===== src/rtl/jtag_tap_responder_if.sv =====
// Pin-side JTAG signals of the TAP responder plus the configuration outputs.
// The host (master) drives TMS/TDI; the responder (slave) drives TDO and confreg.
interface jtag_tap_responder_if #(
    parameter int CONFREG_WIDTH = 9
);
    logic                     jtag_tms_i;
    logic                     jtag_tdi_i;
    logic                     jtag_tdo_o;
    logic                     jtag_tdo_en_o;
    logic [CONFREG_WIDTH-1:0] confreg_o;
    logic                     confreg_upd_o;

    modport master (
        output jtag_tms_i, jtag_tdi_i,
        input  jtag_tdo_o, jtag_tdo_en_o, confreg_o, confreg_upd_o
    );

    modport slave (
        input  jtag_tms_i, jtag_tdi_i,
        output jtag_tdo_o, jtag_tdo_en_o, confreg_o, confreg_upd_o
    );
endinterface


===== src/rtl/jtag_tap_responder.sv =====
// IEEE 1149.1 TAP controller with IR, IDCODE, BYPASS and CONFREG data registers.
// Everything is clocked by TCK; TDO is launched on the falling edge.
module jtag_tap_responder #(
    parameter int                     IR_WIDTH      = 5,
    parameter logic [31:0]            IDCODE_VALUE  = 32'h249511C3,
    parameter int                     CONFREG_WIDTH = 9,
    parameter logic [IR_WIDTH-1:0]    OP_IDCODE     = 5'b00001,
    parameter logic [IR_WIDTH-1:0]    OP_CONFREG    = 5'b00110,
    parameter logic [IR_WIDTH-1:0]    OP_BYPASS     = 5'b11111
) (
    input  logic                  jtag_tck_i,
    input  logic                  jtag_trst_ni,
    jtag_tap_responder_if.slave   bus
);

    typedef enum logic [3:0] {
        S_TLR, S_RTI,
        S_SEL_DR, S_CAP_DR, S_SH_DR, S_EX1_DR, S_PAUSE_DR, S_EX2_DR, S_UPD_DR,
        S_SEL_IR, S_CAP_IR, S_SH_IR, S_EX1_IR, S_PAUSE_IR, S_EX2_IR, S_UPD_IR
    } state_t;

    state_t                    r_state;
    state_t                    w_next;
    logic [IR_WIDTH-1:0]       r_ir;
    logic [IR_WIDTH-1:0]       r_ir_sr;
    logic [31:0]               r_id_sr;
    logic                      r_bp_sr;
    logic [CONFREG_WIDTH-1:0]  r_cfg_sr;
    logic [CONFREG_WIDTH-1:0]  r_confreg;
    logic                      r_confreg_upd;
    logic                      r_tdo;
    logic                      r_tdo_en;
    logic                      w_sel_id;
    logic                      w_sel_cfg;
    logic                      w_sel_bp;
    logic                      w_tdo;
    logic                      w_tdi;
    logic                      w_tms;

    assign w_tms = bus.jtag_tms_i;
    assign w_tdi = bus.jtag_tdi_i;

    always_ff @(posedge jtag_tck_i or negedge jtag_trst_ni) begin
        if (!jtag_trst_ni) r_state <= S_TLR;
        else               r_state <= w_next;
    end

    always_comb begin
        w_next = r_state;
        case (r_state)
            S_TLR:      w_next = w_tms ? S_TLR    : S_RTI;
            S_RTI:      w_next = w_tms ? S_SEL_DR : S_RTI;
            S_SEL_DR:   w_next = w_tms ? S_SEL_IR : S_CAP_DR;
            S_CAP_DR:   w_next = w_tms ? S_EX1_DR : S_SH_DR;
            S_SH_DR:    w_next = w_tms ? S_EX1_DR : S_SH_DR;
            S_EX1_DR:   w_next = w_tms ? S_UPD_DR : S_PAUSE_DR;
            S_PAUSE_DR: w_next = w_tms ? S_EX2_DR : S_PAUSE_DR;
            S_EX2_DR:   w_next = w_tms ? S_UPD_DR : S_SH_DR;
            S_UPD_DR:   w_next = w_tms ? S_SEL_DR : S_RTI;
            S_SEL_IR:   w_next = w_tms ? S_TLR    : S_CAP_IR;
            S_CAP_IR:   w_next = w_tms ? S_EX1_IR : S_SH_IR;
            S_SH_IR:    w_next = w_tms ? S_EX1_IR : S_SH_IR;
            S_EX1_IR:   w_next = w_tms ? S_UPD_IR : S_PAUSE_IR;
            S_PAUSE_IR: w_next = w_tms ? S_EX2_IR : S_PAUSE_IR;
            S_EX2_IR:   w_next = w_tms ? S_UPD_IR : S_SH_IR;
            S_UPD_IR:   w_next = w_tms ? S_SEL_DR : S_RTI;
            default:    w_next = S_TLR;
        endcase
    end

    // Any opcode that is neither IDCODE nor CONFREG falls back to BYPASS.
    assign w_sel_id  = (r_ir == OP_IDCODE);
    assign w_sel_cfg = (r_ir == OP_CONFREG);
    assign w_sel_bp  = (r_ir == OP_BYPASS) || !(w_sel_id || w_sel_cfg);

    always_ff @(posedge jtag_tck_i or negedge jtag_trst_ni) begin
        if (!jtag_trst_ni) begin
            r_ir    <= OP_IDCODE;
            r_ir_sr <= '0;
        end else begin
            if (r_state == S_CAP_IR)
                r_ir_sr <= {{(IR_WIDTH-2){1'b0}}, 2'b01};
            else if (r_state == S_SH_IR)
                r_ir_sr <= {w_tdi, r_ir_sr[IR_WIDTH-1:1]};

            if (w_next == S_TLR)
                r_ir <= OP_IDCODE;
            else if (w_next == S_UPD_IR)
                r_ir <= r_ir_sr;
        end
    end

    always_ff @(posedge jtag_tck_i or negedge jtag_trst_ni) begin
        if (!jtag_trst_ni) begin
            r_id_sr  <= '0;
            r_bp_sr  <= 1'b0;
            r_cfg_sr <= '0;
        end else if (r_state == S_CAP_DR) begin
            if (w_sel_id)  r_id_sr  <= IDCODE_VALUE;
            if (w_sel_cfg) r_cfg_sr <= r_confreg;
            if (w_sel_bp)  r_bp_sr  <= 1'b0;
        end else if (r_state == S_SH_DR) begin
            if (w_sel_id)  r_id_sr  <= {w_tdi, r_id_sr[31:1]};
            if (w_sel_cfg) r_cfg_sr <= {w_tdi, r_cfg_sr[CONFREG_WIDTH-1:1]};
            if (w_sel_bp)  r_bp_sr  <= w_tdi;
        end
    end

    // confreg is written on the edge entering Update-DR; a soft TLR never clears it.
    always_ff @(posedge jtag_tck_i or negedge jtag_trst_ni) begin
        if (!jtag_trst_ni) begin
            r_confreg     <= '0;
            r_confreg_upd <= 1'b0;
        end else begin
            r_confreg_upd <= 1'b0;
            if (w_next == S_UPD_DR && w_sel_cfg) begin
                r_confreg     <= r_cfg_sr;
                r_confreg_upd <= 1'b1;
            end
        end
    end

    always_comb begin
        w_tdo = 1'b0;
        if (r_state == S_SH_IR)
            w_tdo = r_ir_sr[0];
        else if (r_state == S_SH_DR) begin
            if (w_sel_id)       w_tdo = r_id_sr[0];
            else if (w_sel_cfg) w_tdo = r_cfg_sr[0];
            else                w_tdo = r_bp_sr;
        end
    end

    always_ff @(negedge jtag_tck_i or negedge jtag_trst_ni) begin
        if (!jtag_trst_ni) begin
            r_tdo    <= 1'b0;
            r_tdo_en <= 1'b0;
        end else begin
            r_tdo    <= w_tdo;
            r_tdo_en <= (r_state == S_SH_IR) || (r_state == S_SH_DR);
        end
    end

    assign bus.jtag_tdo_o    = r_tdo;
    assign bus.jtag_tdo_en_o = r_tdo_en;
    assign bus.confreg_o     = r_confreg;
    assign bus.confreg_upd_o = r_confreg_upd;

endmodule


===== src/flat_wrapper.sv =====
// flat-port wrapper written by rule: the top's interface ports become plain ports
module jtag_tap_responder_flat 
#(
    parameter int                     IR_WIDTH      = 5,
    parameter logic [31:0]            IDCODE_VALUE  = 32'h249511C3,
    parameter int                     CONFREG_WIDTH = 9,
    parameter logic [IR_WIDTH-1:0]    OP_IDCODE     = 5'b00001,
    parameter logic [IR_WIDTH-1:0]    OP_CONFREG    = 5'b00110,
    parameter logic [IR_WIDTH-1:0]    OP_BYPASS     = 5'b11111
)
  (jtag_tck_i, jtag_trst_ni, bus_jtag_tms_i, bus_jtag_tdi_i, bus_jtag_tdo_o, bus_jtag_tdo_en_o, bus_confreg_o, bus_confreg_upd_o);
  jtag_tap_responder_if #(.CONFREG_WIDTH(CONFREG_WIDTH)) bus_i ();
  input  logic jtag_tck_i;
  input  logic jtag_trst_ni;
  input wire logic [$bits(bus_i.jtag_tms_i)-1:0] bus_jtag_tms_i;
  input wire logic [$bits(bus_i.jtag_tdi_i)-1:0] bus_jtag_tdi_i;
  output wire logic [$bits(bus_i.jtag_tdo_o)-1:0] bus_jtag_tdo_o;
  output wire logic [$bits(bus_i.jtag_tdo_en_o)-1:0] bus_jtag_tdo_en_o;
  output wire logic [$bits(bus_i.confreg_o)-1:0] bus_confreg_o;
  output wire logic [$bits(bus_i.confreg_upd_o)-1:0] bus_confreg_upd_o;
  assign bus_i.jtag_tms_i = bus_jtag_tms_i;
  assign bus_i.jtag_tdi_i = bus_jtag_tdi_i;
  assign bus_jtag_tdo_o = bus_i.jtag_tdo_o;
  assign bus_jtag_tdo_en_o = bus_i.jtag_tdo_en_o;
  assign bus_confreg_o = bus_i.confreg_o;
  assign bus_confreg_upd_o = bus_i.confreg_upd_o;
  jtag_tap_responder #(.IR_WIDTH(IR_WIDTH), .IDCODE_VALUE(IDCODE_VALUE), .CONFREG_WIDTH(CONFREG_WIDTH), .OP_IDCODE(OP_IDCODE), .OP_CONFREG(OP_CONFREG), .OP_BYPASS(OP_BYPASS)) u_core (.jtag_tck_i(jtag_tck_i), .jtag_trst_ni(jtag_trst_ni), .bus(bus_i));
endmodule

===== config.mk =====
export PLATFORM = sky130hd
export DESIGN_NAME = jtag_tap_responder_flat
export DESIGN_NICKNAME = d
export VERILOG_FILES = /design/src/rtl/jtag_tap_responder_if.sv /design/src/rtl/jtag_tap_responder.sv /design/src/flat_wrapper.sv
export SDC_FILE = /design/constraint.sdc
export NUM_CORES = 1
export LEC_CHECK = 0
export BUFFER_PORTS_ARGS = -buffer_cell sky130_fd_sc_hd__buf_4
export CORE_UTILIZATION = 35
export DETAILED_ROUTE_END_ITERATION = 12
export PLACE_DENSITY = 0.54
export REMOVE_ABC_BUFFERS = 1
export SLEW_MARGIN = 25
export SYNTH_ARGS = -nofsm -noshare
export SYNTH_HDL_FRONTEND = slang
export SYNTH_SLANG_ARGS = --single-unit

===== constraint.sdc =====
create_clock -name jtag_tck_i -period 2.25 [get_ports jtag_tck_i]
set_input_delay 0.45 -clock jtag_tck_i [delete_from_list [all_inputs] [get_ports jtag_tck_i]]
set_output_delay 0.45 -clock jtag_tck_i [all_outputs]
set_load 0.05 [all_outputs]

# --- Word-level counts from Yosys, hierarchy flattened ---
# Index checks and enable logic that the tools add are counted.
# Widths: inputs -> output; s select.
word_totals:
  regBits: 68
  inputBits: 4
classes:
  n_eq_ne: 20
  n_mux: 34
  n_reduce_logical: 16
op_table:
  columns: ["cell", "n"]
  rows:
  - ["$mux 32", 4]
  - ["$pmux 4 s12", 1]
  - ["$eq 4x4->1 const B", 10]
  - ["$mux 9", 4]
  - ["$mux 5", 4]
  - ["$eq 4x3->1 const B", 4]
  - ["$mux 4", 4]
  - ["$mux 1", 12]
  - ["$eq 4x2->1 const B", 2]
  - ["$logic_not 4->1", 2]
  - ["$mux 2", 3]
  - ["$mux 3", 2]
  - ["$reduce_and 2->1", 3]
  - ["$reduce_bool 2->1", 3]
  - ["$eq 5x1->1 const B", 1]
  - ["$eq 5x3->1 const B", 1]
  - ["$eq 5x5->1 const B", 1]
  - ["$eq 4x1->1 const B", 1]
  - ["$reduce_or 2->1", 2]
  - ["$logic_or 1x1->1", 3]
  - ["$reduce_or 3->1", 1]
  - ["$logic_and 1x1->1", 1]
  - ["$logic_not 1->1", 1]

# --- Longest topological paths before layout ---
logic_depth:
  depth_word: 7
  mapped_depth: 8

==> run summary <==
Yosys warns = 0
RSZ-0062 raised after global routing = yes
Num rows = 33
Post-synthesis cell area = 3020 sq um
Final setup skew = 11.9 ps
Final core occ = 0.431
Area contributors post-synth = dfrtp_1 (54%), nand2_1 (10%), nor2_1 (4.2%)
RD Place Congestion = 0.761
Netlist cell types = 47
Synth async-reset ratio = 1.00
Total grt overflow = 0
Ys flop type = dfrtp_1
Total Power = 4.49 mW
Gate Count Post-Synth = 318
Max incr delay on CP = 400 ps
Post-synthesis sequential area ratio = 0.564
Pwr dens = 1250 nW/um^2
Status = complete, but fails checks
Total track usage = 0.141
LEAKAGE = 1.66 nW
Die height = 94.8 um
Number of CTS-inserted buffers = 9
DRC = 0
Area Overhead vs Synth = 18.7%
DP HPWL = 3.69 mm
Yosys top cell area share = 0.539
Drt wl/cell = 12.4 um
Max clock buf depth = 2
CTS root buffer = clkbuf_8
IO Pins = 16
Post-CTS setup buffer count = 0
Crit-path max FO = 1
Worst Path Buf+Inv = 1
Initial antenna violation count = 0
Largest area contributor in the netlist = dfrtp_1
CP startpoint kind = flop
Worst-path clk slew = 70 ps
Detailed Routing Iterations Pass 1 = 4
Max Cap Viol = 0
Clk Latency, worst-skew pair = 330 ps
Top cells by count, synth = nand2_1 (82), dfrtp_1 (65), nor2_1 (34)
CTS Sinks = 68
Global-route wire length before repair = 9.72 mm
Vias in the first global route = 1,997
Worst hold path class = primary input to flop
Most common cell in the netlist = nand2_1
Worst path cell trace = buf_6
I/O Buffers = 15
Final nets = 347
Final Max Slew Viols = 0
CP top delay family = flip-flops
Core area = 8300 sq um
Setup-failing EPs final = 3
CP Data Required Time = 1800 ps
Slowest stage cell, crit path = dfrtn_1
H-Tree Depth = 3
Via count = 2,181
Fraction of layout cells with a size suffix above 1 = 0.210
Failing checks = negative setup slack
Crit Path Category = flop to output pin
Chip width = 94.8 um
DRT iter0 DRCs = 90
Worst slew pin tran = 705 ps
Fin worst setup slack = -203 ps
Setup crit end kind = output pin
Initial core utilization = 0.363
Die area = 8990 sq um
Pin count of the biggest net entering global routing = 58
Avg Inst Size Synth = 9.49 sq um
CTS tree = built
Number of synthesized flops with an enable pin = 0
Rel. slew slack = 0.530
Critical path arrival = 2000 ps
Synthesized flop and latch total = 68
Endpoints failing hold = 0
Routed Antenna Nets = 0
Post-Route WL = 5.62 mm
DR vias/cell = 4.80
Max VDD drop = 0.632 mV
[registers in the layout, indices dropped and copies added (netlist names)]
register                  flops
u_core.bus.confreg_upd_o      1
u_core.r_bp_sr                1
u_core.r_state                4
u_core.r_ir                   5
u_core.r_id_sr               32
u_core.bus.jtag_tdo_en_o      1
u_core.r_cfg_sr               9
u_core.r_ir_sr                5
u_core.bus.confreg_o          9
u_core.bus.jtag_tdo_o         1
[cell usage in the layout (no fill, tap or decap), types with 3 or more instances in the layout]
master / count
clkbuf_8: 10
o21ai_0: 21
mux2i_1: 4
buf_4: 32
a31oi_1: 8
and2_1: 3
nor2_1: 34
nand2b_1: 3
nand3_1: 3
mux2_2: 11
dfrtp_1: 65
bufinv_16: 3
nand2_1: 82
a21oi_1: 5
inv_1: 3
o21ai_1: 21
[power breakdown]
group / switching, mW / internal (mW) / total (mW) / leakage [nW]
Sequential: 0.188 / 1.57 / 1.76 / 0.917
Combinational: 0.905 / 0.603 / 1.51 / 0.617
Clock: 0.462 / 0.767 / 1.23 / 0.122
Total: 1.55 / 2.94 / 4.49 / 1.66
[routing by layer]
metal,vias up,part of all wire,global-route usage
met4,0,0.0030,0.0417
met5,-,0,0
met3,2,0.036,0.0443
met1,1036,0.52,0.200
met2,29,0.44,0.207
li1,1114,-,-
[worst paths after layout]
path,slack (ps),cells past startpoint,start,endpoint
min reg2reg,480,2,u_core.r_id_sr[22],u_core.r_id_sr[22]
min in group asynchronous,540,2,jtag_trst_ni,u_core.bus.confreg_o[2]
max,-200,1,u_core.bus.jtag_tdo_o,bus_jtag_tdo_o
max in group asynchronous,500,2,jtag_trst_ni,u_core.bus.jtag_tdo_o
max reg2reg,-140,4,u_core.r_ir[0],u_core.bus.jtag_tdo_o
min,400,2,bus_jtag_tms_i,u_core.r_state[0]
[cells by family (layout without fill, tap and decap cells)]
family | count (synthesis) | after routing | share of synthesized area
muxes | 15 | 15 | 0.0543
AOI/OAI and AO/OA | 68 | 68 | 0.136
and+or+nand+nor | 143 | 143 | 0.206
DFF | 68 | 68 | 0.564
other | 0 | 1 | 0
buffers and inverters | 24 | 54 | 0.0394
[area by class of cell]
type                            count  area [sq um]
Timing Repair Buffer               35           273
Tap cell                          105           131
Clock inverter                      6           111
Fill cell                         810          4720
Clock buffer                       10           138
Inverter                            3          11.3
Antenna cell                        1          2.50
Multi-Input combinational cell    226          1210
Sequential cell                    68          1700
[what timing repair did]
action,4_1_cts,5_1_grt
setup endpoints to repair,3,3
hold buffers,1,0
gates resized for setup,4,1
endpoints found under the hold margin,9,0
gates cloned,0,0
[stage by stage]
| step | cell area [sq um] | setup WS, ps | setup TNS [ps] | cells | hold slack (ps) |
|---|---|---|---|---|---|
| 6_report | 3580 | -203 | -551 | 454 | 396 |
| 3_5_place_dp | 3300 | -226 | -226 | 436 | 301 |
| 5_1_grt | 3580 | -240 | -667 | 453 | 392 |
| 2_1_floorplan | 2910 | -161 | -289 | 297 | 154 |
| 3_3_place_gp | 3300 | -173 | -173 | 436 | 301 |
| 4_1_cts | 3570 | -216 | -570 | 453 | 378 |
(Power assumes the default switching activity.)
